===== src/rtl/grf_wb_arbiter.sv =====
`default_nettype none
// +------------------------------------------------------------------------+
// | Module  : grf_wb_arbiter                                               |
// | Purpose : Shares the single GRF write port between the W stage and a   |
// |           queued long-latency unit; tracks outstanding LU writes per   |
// |           register and forces a W bubble when queued results starve.   |
// | Revision: 1.0 - initial release                                        |
// +------------------------------------------------------------------------+
module grf_wb_arbiter #(
  parameter int DEPTH    = 2,
  parameter int MAX_WAIT = 4,
  parameter int CNT_W    = 2
) (
  input  logic        clk,
  input  logic        reset,
  input  logic [4:0]  w_a3,
  input  logic [31:0] w_wd,
  input  logic [31:0] w_pc,
  input  logic        lu_issue,
  input  logic [4:0]  lu_issue_a3,
  output logic        lu_issue_ok,
  input  logic        lu_valid,
  output logic        lu_ready,
  input  logic [4:0]  lu_a3,
  input  logic [31:0] lu_wd,
  input  logic [31:0] lu_pc,
  input  logic [4:0]  rd_a1,
  input  logic [4:0]  rd_a2,
  output logic        busy1,
  output logic        busy2,
  output logic        pipe_stall,
  output logic [4:0]  grf_a3,
  output logic [31:0] grf_wd,
  output logic [31:0] grf_pc
);

  localparam int                 c_AW   = $clog2(DEPTH);
  localparam int                 c_WW   = $clog2(MAX_WAIT + 1);
  localparam logic [c_AW:0]      c_PONE = (c_AW + 1)'(1);
  localparam logic [CNT_W-1:0]   c_CONE = CNT_W'(1);
  localparam logic [CNT_W-1:0]   c_MAXC = '1;
  localparam logic [c_WW-1:0]    c_WONE = c_WW'(1);
  localparam logic [c_WW-1:0]    c_MAXW = c_WW'(MAX_WAIT);

  // LU result FIFO storage; pointers carry one extra wrap bit for full/empty
  logic [4:0]      r_fa3 [DEPTH];
  logic [31:0]     r_fwd [DEPTH];
  logic [31:0]     r_fpc [DEPTH];
  logic [c_AW:0]   r_wr;
  logic [c_AW:0]   r_rd;

  logic [CNT_W-1:0] r_cnt [32];
  logic [c_WW-1:0]  r_wait;

  logic        w_empty;
  logic        w_full;
  logic        w_wstage;
  logic        w_retire;
  logic        w_push;
  logic [4:0]  w_head_a3;
  logic [31:0] w_head_wd;
  logic [31:0] w_head_pc;
  logic [4:0]  w_ret_a3;
  logic        w_issue_eff;
  logic [31:0] w_inc;
  logic [31:0] w_dec;
  logic [CNT_W-1:0] w_b1_cnt;
  logic [CNT_W-1:0] w_b2_cnt;

  assign w_empty   = (r_wr == r_rd);
  assign w_full    = (r_wr[c_AW] != r_rd[c_AW]) &&
                     (r_wr[c_AW-1:0] == r_rd[c_AW-1:0]);
  assign w_wstage  = (w_a3 != 5'd0);
  assign w_head_a3 = r_fa3[r_rd[c_AW-1:0]];
  assign w_head_wd = r_fwd[r_rd[c_AW-1:0]];
  assign w_head_pc = r_fpc[r_rd[c_AW-1:0]];

  // The head retires only into a slot the W stage leaves free; a freshly
  // pushed entry is not yet visible at the head, so there is no bypass.
  assign w_retire  = !reset && !w_wstage && !w_empty;
  assign w_ret_a3  = w_retire ? w_head_a3 : 5'd0;

  // A retire frees a slot in the same cycle, so a full FIFO may still accept
  assign lu_ready  = !reset && (!w_full || w_retire);
  assign w_push    = lu_valid && lu_ready;

  // A saturated counter can still take an issue when that register retires now
  assign lu_issue_ok = !reset &&
                       !((r_cnt[lu_issue_a3] == c_MAXC) &&
                         !((w_ret_a3 == lu_issue_a3) && (lu_issue_a3 != 5'd0)));
  assign w_issue_eff = lu_issue && lu_issue_ok && (lu_issue_a3 != 5'd0);

  // One-hot increment/decrement requests per register for this cycle
  always_comb begin
    w_inc = '0;
    w_dec = '0;
    if (w_issue_eff)
      w_inc[lu_issue_a3] = 1'b1;
    if (w_ret_a3 != 5'd0)
      w_dec[w_ret_a3] = 1'b1;
  end

  // Last outstanding write retiring now is forwarded by the GRF, so not busy
  assign w_b1_cnt = r_cnt[rd_a1] - (w_dec[rd_a1] ? c_CONE : '0);
  assign w_b2_cnt = r_cnt[rd_a2] - (w_dec[rd_a2] ? c_CONE : '0);
  assign busy1    = !reset && (rd_a1 != 5'd0) && (w_b1_cnt != '0);
  assign busy2    = !reset && (rd_a2 != 5'd0) && (w_b2_cnt != '0);

  assign pipe_stall = !reset && (r_wait >= c_MAXW);

  // Write-port mux: W stage first, then FIFO head, else idle
  always_comb begin
    grf_a3 = 5'd0;
    grf_wd = 32'd0;
    grf_pc = 32'd0;
    if (!reset) begin
      if (w_wstage) begin
        grf_a3 = w_a3;
        grf_wd = w_wd;
        grf_pc = w_pc;
      end else if (!w_empty) begin
        grf_a3 = w_head_a3;
        grf_wd = w_head_wd;
        grf_pc = w_head_pc;
      end
    end
  end

  // FIFO pointer advance and entry capture; reset discards queued results
  always_ff @(posedge clk) begin
    if (reset) begin
      r_wr <= '0;
      r_rd <= '0;
    end else begin
      if (w_push) begin
        r_fa3[r_wr[c_AW-1:0]] <= lu_a3;
        r_fwd[r_wr[c_AW-1:0]] <= lu_wd;
        r_fpc[r_wr[c_AW-1:0]] <= lu_pc;
        r_wr <= r_wr + c_PONE;
      end
      if (w_retire)
        r_rd <= r_rd + c_PONE;
    end
  end

  // Pending scoreboard; issue and retire on the same register cancel out
  always_ff @(posedge clk) begin
    for (int r = 0; r < 32; r++) begin
      if (reset || (r == 0))
        r_cnt[r] <= '0;
      else if (w_inc[r] && !w_dec[r])
        r_cnt[r] <= r_cnt[r] + c_CONE;
      else if (!w_inc[r] && w_dec[r])
        r_cnt[r] <= r_cnt[r] - c_CONE;
    end
  end

  // Starvation counter; saturates once the stall threshold is reached
  always_ff @(posedge clk) begin
    if (reset || w_empty || w_retire)
      r_wait <= '0;
    else if (r_wait < c_MAXW)
      r_wait <= r_wait + c_WONE;
  end

endmodule
`default_nettype wire


===== config.mk =====
export PLATFORM = sky130hd
export DESIGN_NAME = grf_wb_arbiter
export DESIGN_NICKNAME = d
export VERILOG_FILES = /design/src/rtl/grf_wb_arbiter.sv
export SDC_FILE = /design/constraint.sdc
export NUM_CORES = 1
export LEC_CHECK = 0
export CAP_MARGIN = 40
export CORE_ASPECT_RATIO = 1.25
export CORE_MARGIN = 2
export CORE_UTILIZATION = 45
export CTS_BUF_LIST = sky130_fd_sc_hd__clkbuf_8
export DETAILED_ROUTE_END_ITERATION = 7
export PLACE_DENSITY = 0.72
export SLEW_MARGIN = 20
export SYNTH_ARGS = -nofsm -noshare
export SYNTH_HDL_FRONTEND = slang
export SYNTH_SLANG_ARGS = --single-unit

===== constraint.sdc =====
create_clock -name clk -period 5.7 [get_ports clk]
set_input_delay 0.57 -clock clk [delete_from_list [all_inputs] [get_ports clk]]
set_output_delay 0.57 -clock clk [all_outputs]
set_load 0.02 [all_outputs]

Word level (Yosys, flattened, before mapping)
Memory sizes are Yosys's and may differ from the RTL's. A register that Yosys moved wholly into a read port is not among the register bits.
Cells that the tools add are included.
W data, S select, Z words.
{"block": "totals", "regBits": 7, "ramBits": 202, "mem_count": 4}
{"block": "classes", "addsub": 67, "magnitude_cmp": 8, "n_eq_ne": 5, "mux": 312, "n_bitwise": 62, "n_reduce_logical": 157}
{"name": "r_cnt", "words": 32, "word_bits": 2, "rd": 34, "rd_clocked_by_memory_dff": 0, "wr": 32, "line": "52", "text": "logic [CNT_W-1:0] r_cnt [32];"}
{"name": "r_fpc", "words": 2, "word_bits": 32, "rd": 1, "rd_clocked_by_memory_dff": 1, "wr": 1, "line": "48", "text": "logic [31:0] r_fpc [DEPTH];"}
{"name": "r_fwd", "words": 2, "word_bits": 32, "rd": 1, "rd_clocked_by_memory_dff": 1, "wr": 1, "line": "47", "text": "logic [31:0] r_fwd [DEPTH];"}
{"name": "r_fa3", "words": 2, "word_bits": 5, "rd": 1, "rd_clocked_by_memory_dff": 1, "wr": 1, "line": "46", "text": "logic [4:0] r_fa3 [DEPTH];"}
{"cell": "$mux W32", "count": 8}
{"cell": "$mux W1", "count": 234}
{"cell": "$mux W2", "count": 62}
{"cell": "$logic_and A1 B1 Y1", "count": 79}
{"cell": "$logic_not A1 Y1", "count": 68}
{"cell": "$add A2 B1 Y2 const B", "count": 33}
{"cell": "$or A1 B1 Y1", "count": 62}
{"cell": "$sub A2 B1 Y2 const B", "count": 31}
{"cell": "$reduce_bool A5 Y1", "count": 5}
{"cell": "$lt A5 B6 Y1 const B", "count": 4}
{"cell": "$mux W5", "count": 4}
{"cell": "$bmux W1 S5", "count": 2}
{"cell": "$demux W1 S5", "count": 2}
{"cell": "$ge A5 B1 Y1 const B", "count": 2}
{"cell": "$eq A5 B5 Y1", "count": 1}
{"cell": "$reduce_bool A2 Y1", "count": 2}
{"cell": "$sub A2 B1 Y2", "count": 2}
{"cell": "$add A3 B1 Y3 const B", "count": 1}
{"cell": "$ge A3 B3 Y1 const B", "count": 1}
{"cell": "$logic_or A1 B1 Y1", "count": 3}
{"cell": "$lt A3 B3 Y1 const B", "count": 1}
{"cell": "$eq A2 B2 Y1", "count": 1}
{"cell": "$eq A2 B2 Y1 const B", "count": 1}
{"cell": "$eq A1 B1 Y1", "count": 1}
{"cell": "$ne A1 B1 Y1", "count": 1}

Depth between registers and ports, before layout
Gate-level depths: netlist of the first run.
{"block": "logic_depth", "depth_word": 21, "ltp_mapped": 11, "ltp_nobuf": 8}

Least setup slack after synthesis of the first run
Ideal clock, no wire load.
{"block": "synth_path", "path_kind": "input-to-reg", "start": "input w_a3[2]", "end": "memory r_fa3[0][0], enable pin", "setup_ps": 496, "arrival_ps": 4423, "path_slack_ps": 781, "path_stages": 5, "path_cell_list": "nor4_1 -> and2_1 -> o31a_1 -> nand2_1 -> nor2_1"}
{"block": "synth_via", "elab_chain_len": 10}
{"item": "start, declared", "line": "16", "text": "input logic [4:0] w_a3,"}
{"item": "$reduce_bool A5 Y1", "line": "73", "text": "assign w_wstage = (w_a3 != 5'd0);"}
{"item": "$logic_not A1 Y1", "line": "80", "text": "assign w_retire = !reset && !w_wstage && !w_empty;"}
{"item": "$logic_and A1 B1 Y1 (2 in a row)", "line": "80"}
{"item": "$logic_or A1 B1 Y1", "line": "84", "text": "assign lu_ready = !reset && (!w_full || w_retire);"}
{"item": "$logic_and A1 B1 Y1", "line": "84"}
{"item": "net lu_ready", "line": "23", "text": "output logic lu_ready,"}
{"item": "$logic_and A1 B1 Y1", "line": "85", "text": "assign w_push = lu_valid && lu_ready;"}
{"item": "$mux W1", "line": "135", "text": "if (w_push) begin"}
{"item": "$mux W1", "line": "131", "text": "if (reset) begin"}
{"item": "$mux W1 (implied by the code)", "line": "136", "text": "r_fa3[r_wr[c_AW-1:0]] <= lu_a3;"}
{"item": "end, declared", "line": "46"}
The timed path passes the listed nets, and every way through them passes these cells.

Final worst setup path of the first run
{"block": "layout_path", "start": "input w_a3[2]", "end": "output busy2"}
{"block": "layout_via", "elab_chain_len": 16, "word_cells_on_any_way": 18, "classes_between": "add/sub: 1; order compare: 2; mux: 7; reduce/logical: 8"}
{"item": "$reduce_bool A5 Y1 (*)", "line": "73"}
{"item": "$logic_not A1 Y1 (*)", "line": "80"}
{"item": "$logic_and A1 B1 Y1 (*) (2 in a row)", "line": "80"}
{"item": "$mux W5 (*)", "line": "81", "text": "assign w_ret_a3 = w_retire ? w_head_a3 : 5'd0;"}
{"item": "$lt A5 B6 Y1 (implied by the code) or $ge A5 B1 Y1 (tied branches)", "line": "100", "text": "w_dec[w_ret_a3] = 1'b1;"}
{"item": "$logic_and A1 B1 Y1 (implied by the code)", "line": "100"}
{"item": "$mux W1 (implied by the code)", "line": "100"}
{"item": "$demux W1 S5", "line": "100"}
{"item": "$mux W32 (*)", "line": "99", "text": "if (w_ret_a3 != 5'd0)"}
{"item": "$bmux W1 S5 (*)", "line": "105", "text": "assign w_b2_cnt = r_cnt[rd_a2] - (w_dec[rd_a2] ? c_CONE : '0);"}
{"item": "$mux W1 (implied by the code) (*)", "line": "105"}
{"item": "$mux W1 (*)", "line": "105"}
{"item": "$sub A2 B1 Y2 (*)", "line": "105"}
{"item": "$reduce_bool A2 Y1 (*)", "line": "107", "text": "assign busy2 = !reset && (rd_a2 != 5'd0) && (w_b2_cnt != '0);"}
{"item": "$logic_and A1 B1 Y1 (*)", "line": "107"}
{"item": "end, declared", "line": "30", "text": "output logic busy2,"}
Mark *: on every way between the ends. The rest lies on a longest branch, timed or not. The select of a mux whose other input is x is not followed.

==> impl_metrics.tcl, run 1 <==
set metrics [dict create \
    status "complete, no violations" \
    postSynthRegisterBits 208 \
    die_w_um 151 \
    final_common_cell "clkdlybuf4s50_1" \
    syn-cell-area_um2 12200 \
    setup_viol 0 \
    firstDrtPassIters 8 \
    async_flop_share_pct 0 \
    most-common-layout-cells "clkdlybuf4s50_1 (228), edfxtp_1 (200), nand2_1 (147)" \
    holdBufCountCts 0 \
    yosysWarnings 0 \
    worstMarginPinSlew_ps 888 \
    finalSetupTns_ps 0 \
    grt_pass1_vias 10100 \
    antenna_found_initial 1 \
    htreeDepth 2 \
    area_growth_pct 27.9 \
    fmax_mhz 201 \
    layout_min_cycle_time_ps 4970 \
    hold_class "input port to register" \
    syn_nets 1221 \
    synth-edff-count 200 \
    drc 0 \
    vias 9837 \
    worstPathArrival_ps 4400 \
    crit_path_start_kind "input port" \
    synth.distinct_cells 65 \
    port_buffers 230 \
    drive_above_1_share_pct 12.5 \
    final_nets 1442 \
    ctsResizeCount 0 \
    initial_core_util_pct 45.6 \
    rr_worst_depth 7 \
    worst_hold_startpoint "reset" \
    finClkSkew_ps 23.0 \
    rsz0062_at_grt "no" \
    hold_violations 0 \
    hold_path_end "r_rd[0]$_SDFFE_PP0P_" \
    clock-sinks 208 \
    die_y_um 188 \
    synth_ff_type "edfxtp_1" \
    ys_seq_area_share_pct 50.5 \
    dp_hpwl_mm 26.2 \
    gp_congestion 0.913 \
    avgSynthCellArea_um2 11.5 \
    ir_worst_vdd_v 0.000174 \
    cap_violations 0 \
    grt_usage_pct 25.5 \
    dieArea_um2 28500 \
    critPathKind "input port to primary output" \
    period_share_pct 87.2 \
    viasPerCell 5.94 \
    rrSetupSlack_ps 1460 \
    reg2reg_to "r_cnt[14][1]$_DFFE_PP_" \
    routedWlPerCell_um 22.0 \
    grt_pass1_wl_mm 55.6 \
    grt_max_degree 67 \
    ant_nets 0 \
    ctsRootBufferMaster "clkbuf_8" \
    endpoint_kind "primary output" \
    cp_data_required_time_ps 5130 \
    slew_viol_final 0 \
    synthCells 1063 \
    path_max_fanout 27 \
    p_leak_uw 0.00514 \
    io_pins 231 \
    numCtsBuffers 34 \
    p_per_area_nw_per_um2 234 \
    relSlewSlack_pct 40.6 \
    min_path_cells 2 \
    postLayoutCoreUtil_pct 58.4 \
    core_um2 26700 \
    totalWireLength_mm 36.4 \
    grt-ovfl-total 0 \
    postCtsSetupRepairBufs 0 \
    drtIter0Drc 754 \
    placementRows 67 \
    tritoncts "done" \
    path_clk_slew_ps 60 \
    insertion_delay_ps 540 \
    clockBufferDepth 3 \
]
==> critical path: stages <==
cell and delay (ps):
clkdlybuf4s50_1 440, nor4_1 540, buf_4 230, o211ai_1 80
buf_4 230, or4_1 620, o221a_2 280, o211ai_1 90
a32oi_1 150, xnor2_1 160, a221oi_1 350, clkdlybuf4s50_1 670
==> cell usage after synthesis, drive strengths merged (6+ instances only) <==
cell    instances  area share (%)
nor3           35             1.4
nand3          19            0.78
xor2           35             2.5
a21oi           8            0.33
dfxtp           8             1.3
buf            31             1.1
mux2i          82             6.8
o21ai          89             3.6
o211ai          6            0.37
a22oi           9            0.55
mux2           11             1.0
clkbuf         43             1.3
edfxtp        200              49
nor2           90             2.8
o31ai           8            0.49
o22ai           8            0.41
or3            12            0.62
nand3b          7            0.43
xnor2          41             2.9
a31oi           7            0.36
inv             6            0.18
mux4           50             9.2
and3b           7            0.50
nand2         148             4.6
nor4           28             2.2
==> logic make-up after synthesis <==
kind of cell / share of synthesized area [%]
compound gates: 8.86
xor+xnor: 5.45
fa+ha+maj: 0.102
buf+inv: 2.67
flops: 50.5
mux: 17.0
simple gates: 15.4
==> per-layer routing <==
metal / global-route usage, % / share of wire (%) / up-vias
met2: 42.6 / 49 / 504
met4: 9.42 / 3.3 / 0
met1: 30.5 / 37 / 4742
met3: 8.52 / 10 / 92
li1: - / - / 4499
met5: 0 / 0 / -
==> registers in the layout (all words and copies together), names as in the netlist, named ones only <==
name    flops
r_rd        2
r_fa3      10
r_fpc      64
r_wait      3
r_cnt      62
r_wr        2
r_fwd      64
==> stage by stage <==
step	worst slack [ps]	hold slack (ps)	std cells	cell area (um^2)	power [uW]
final	729	451	1656	15600	3650
after global routing	549	432	1656	15600	3790
after CTS	800	428	1654	15600	3670
after detailed placement	805	497	1592	14900	2350
after global placement	791	480	1590	14900	2340
after floorplan	781	468	1063	12200	2080
==> layout make-up <==
type / count / area [um^2]
sequential: 208 / 6170
tap: 345 / 432
antenna: 1 / 2.50
multi-input combinational: 774 / 5750
inverter: 7 / 26.3
fill: 2239 / 11100
clock buffer: 34 / 468
clock inverter: 28 / 215
timing repair buffer: 259 / 2550
==> how the worst max path moves through the flow <==
| stage | end | slack (ps) | start | cells past startpoint |
|---|---|---|---|---|
| 4_1_cts | busy2 | 800 | w_a3[2] | 12 |
| 6_report | busy2 | 730 | w_a3[2] | 12 |
| 2_1_floorplan | r_fa3[0][0]$_DFFE_PP_ | 780 | w_a3[2] | 5 |
| 3_5_place_dp | busy2 | 810 | w_a3[2] | 12 |
| 5_1_grt | busy2 | 550 | register | 9 |
| 3_3_place_gp | busy2 | 790 | w_a3[2] | 12 |
==> where the power goes <==
group | leakage, uW | switching, uW | internal, uW
registers | 0.00197 | 38.7 | 1740
logic | 0.00280 | 280 | 269
clock network | 0.000372 | 619 | 705
total | 0.00514 | 937 | 2710
(Power assumes the default switching activity.)
==> run 2: changes to the inputs <==
--- a/config.mk
+++ b/config.mk
@@ -12,6 +12,8 @@
 export CTS_BUF_LIST = sky130_fd_sc_hd__clkbuf_8
 export DETAILED_ROUTE_END_ITERATION = 7
 export PLACE_DENSITY = 0.72
+export RECOVER_POWER = 50
+export SKIP_LAST_GASP = 1
 export SLEW_MARGIN = 20
 export SYNTH_ARGS = -nofsm -noshare
 export SYNTH_HDL_FRONTEND = slang
==> impl_metrics.tcl, run 2 (synthesis gave the netlist of run 1 again) <==
set metrics [dict create \
    status "finished, violations left" \
    violations "capacitance limit, slew limit" \
    antenna_found_initial 7 \
    ctsRootBufferMaster "clkbuf_8" \
    worst_hold_startpoint "reset" \
    drtIter0Drc 694 \
    final_nets 1442 \
    placementRows 67 \
    final_common_cell "edfxtp_1" \
    p_leak_uw 0.00514 \
    multi_input_area_um2 5740 \
    holdBufCountCts 0 \
    firstDrtPassIters 7 \
    nFillCells 2251 \
    dieArea_um2 28500 \
    rr_worst_depth 4 \
    grt_usage_pct 25.5 \
    die_w_um 151 \
    tritoncts "done" \
    port_buffers 230 \
    reg2reg_to "r_fpc[1][1]$_DFFE_PP_" \
    drive_above_1_share_pct 12.0 \
    most-common-layout-cells "edfxtp_1 (200), clkdlybuf4s50_1 (158), nand2_1 (147)" \
    cpPeakStageDelay_ps 610 \
    postCtsSetupRepairBufs 0 \
    finalSetupTns_ps 0 \
    rrSetupSlack_ps 1360 \
    fmax_mhz 188 \
    cp_slowest_cell "clkdlybuf4s50_1" \
    min_path_cells 2 \
    crit_path_start_kind "input port" \
    insertion_delay_ps 550 \
    vias 9886 \
    worstPathCellList "clkdlybuf4s50_1, nor4_1, clkbuf_1, o211a_1, clkbuf_1, nand2_1, or4_1, a211oi_1, o311ai_1, nand4b_1, and3b_1, clkdlybuf4s50_1" \
    internal_power_uw 2700 \
    grt_pass1_vias 10100 \
    combinationalPowerShare_pct 14.7 \
    seqPwrFrac_pct 48.8 \
    switchingPower_uw 939 \
    drc 0 \
    cp_data_required_time_ps 5130 \
    grt_max_degree 67 \
    setup_viol 0 \
    seqCellArea_um2 6170 \
    core_um2 26700 \
    endpoint_kind "primary output" \
    hold_path_end "r_rd[0]$_SDFFE_PP0P_" \
    critPathKind "input port to primary output" \
    p_per_area_nw_per_um2 234 \
    slew_viol_final 122 \
    gp_congestion 0.913 \
    io_pins 231 \
    pwr-share-clk_pct 36.4 \
    worstMarginPinSlew_ps 2840 \
    critical-path-top-delay-family "buffers and inverters" \
    dp_slack_ps 805 \
    cap_violations 3 \
    relSlewSlack_pct -89.4 \
    period_share_pct 93.3 \
    layout_min_cycle_time_ps 5320 \
    grt_pass1_wl_mm 55.6 \
    die_y_um 188 \
    viasPerCell 5.96 \
    reg2reg_from "r_wr[0]$_SDFFE_PP0P_" \
    routedWlPerCell_um 22.0 \
    grt-ovfl-total 0 \
    dp_hpwl_mm 26.2 \
    totalWireLength_mm 36.5 \
    hold_class "input port to register" \
    ir_worst_vdd_v 0.000173 \
    clockBufferDepth 3 \
    rsz0062_at_grt "no" \
    htreeDepth 2 \
    ctsResizeCount 0 \
    hold_violations 0 \
    worstPathArrival_ps 4750 \
    clock-sinks 208 \
    critPathBufInv 4 \
    ant_nets 0 \
    swShare_pct 25.8 \
    finClkSkew_ps 22.6 \
    path_clk_slew_ps 60 \
    path_max_fanout 11 \
    area_growth_pct 27.5 \
    numCtsBuffers 34 \
    worst_slack_ps 381 \
    initial_core_util_pct 45.6 \
]
[run 2: cell types whose count changed in the layout (fill, tap and decap cells not counted), moves of 4 or more]
cell	delta
diode_2	+4
clkdlybuf4s50_1	-70
dlygate4sd3_1	+70
buf_4	-4
clkbuf_1	+5
[run 2: cell type report]
cell class	count	share of cell area [%]
clock buffer	34	3.01
tap	345	2.77
inverter	7	0.169
sequential	208	39.6
multi-input combinational	774	36.8
antenna	5	0.0804
clock inverter	28	1.38
timing repair buffer	259	16.1
[run 2: per-stage QoR]
step | cells | instance area [um^2] | total power [uW] | utilization, % | hold WS [ps]
after detailed placement | 1592 | 14900 | 2350 | 55.8 | 497
after floorplan | 1063 | 12200 | 2080 | - | 468
after CTS | 1654 | 15600 | 3670 | 58.3 | 428
after global routing | 1659 | 15600 | 3780 | 58.2 | 432
final | 1660 | 15600 | 3640 | 58.2 | 448
after global placement | 1590 | 14900 | 2340 | 55.6 | 480
[run 2: power by group through the flow]
stage / Sequential [uW] / Clock (uW) / Combinational (uW)
4_1_cts: 1770 / 1350 / 547
6_report: 1780 / 1330 / 537
3_3_place_gp: 1800 / 0 / 533
3_5_place_dp: 1810 / 0 / 543
5_1_grt: 1780 / 1430 / 571
2_1_floorplan: 1800 / 0 / 282
[run 2: worst max path at each step]
stage / from / endpoint / cells after the start
2_1_floorplan: w_a3[2] / r_fa3[0][0]$_DFFE_PP_ / 5
3_3_place_gp: w_a3[2] / busy2 / 12
6_report: w_a3[2] / busy1 / 12
4_1_cts: w_a3[2] / busy2 / 12
5_1_grt: w_a3[2] / busy1 / 12
3_5_place_dp: w_a3[2] / busy2 / 12
[run 2: layer usage]
| metal | vias up | global-route usage (%) | share of wire (%) |
|---|---|---|---|
| met5 | - | 0 | 0.066 |
| met4 | 4 | 9.42 | 3.2 |
| met3 | 90 | 8.52 | 10 |
| met2 | 521 | 42.6 | 49 |
| met1 | 4766 | 30.5 | 38 |
| li1 | 4505 | - | - |
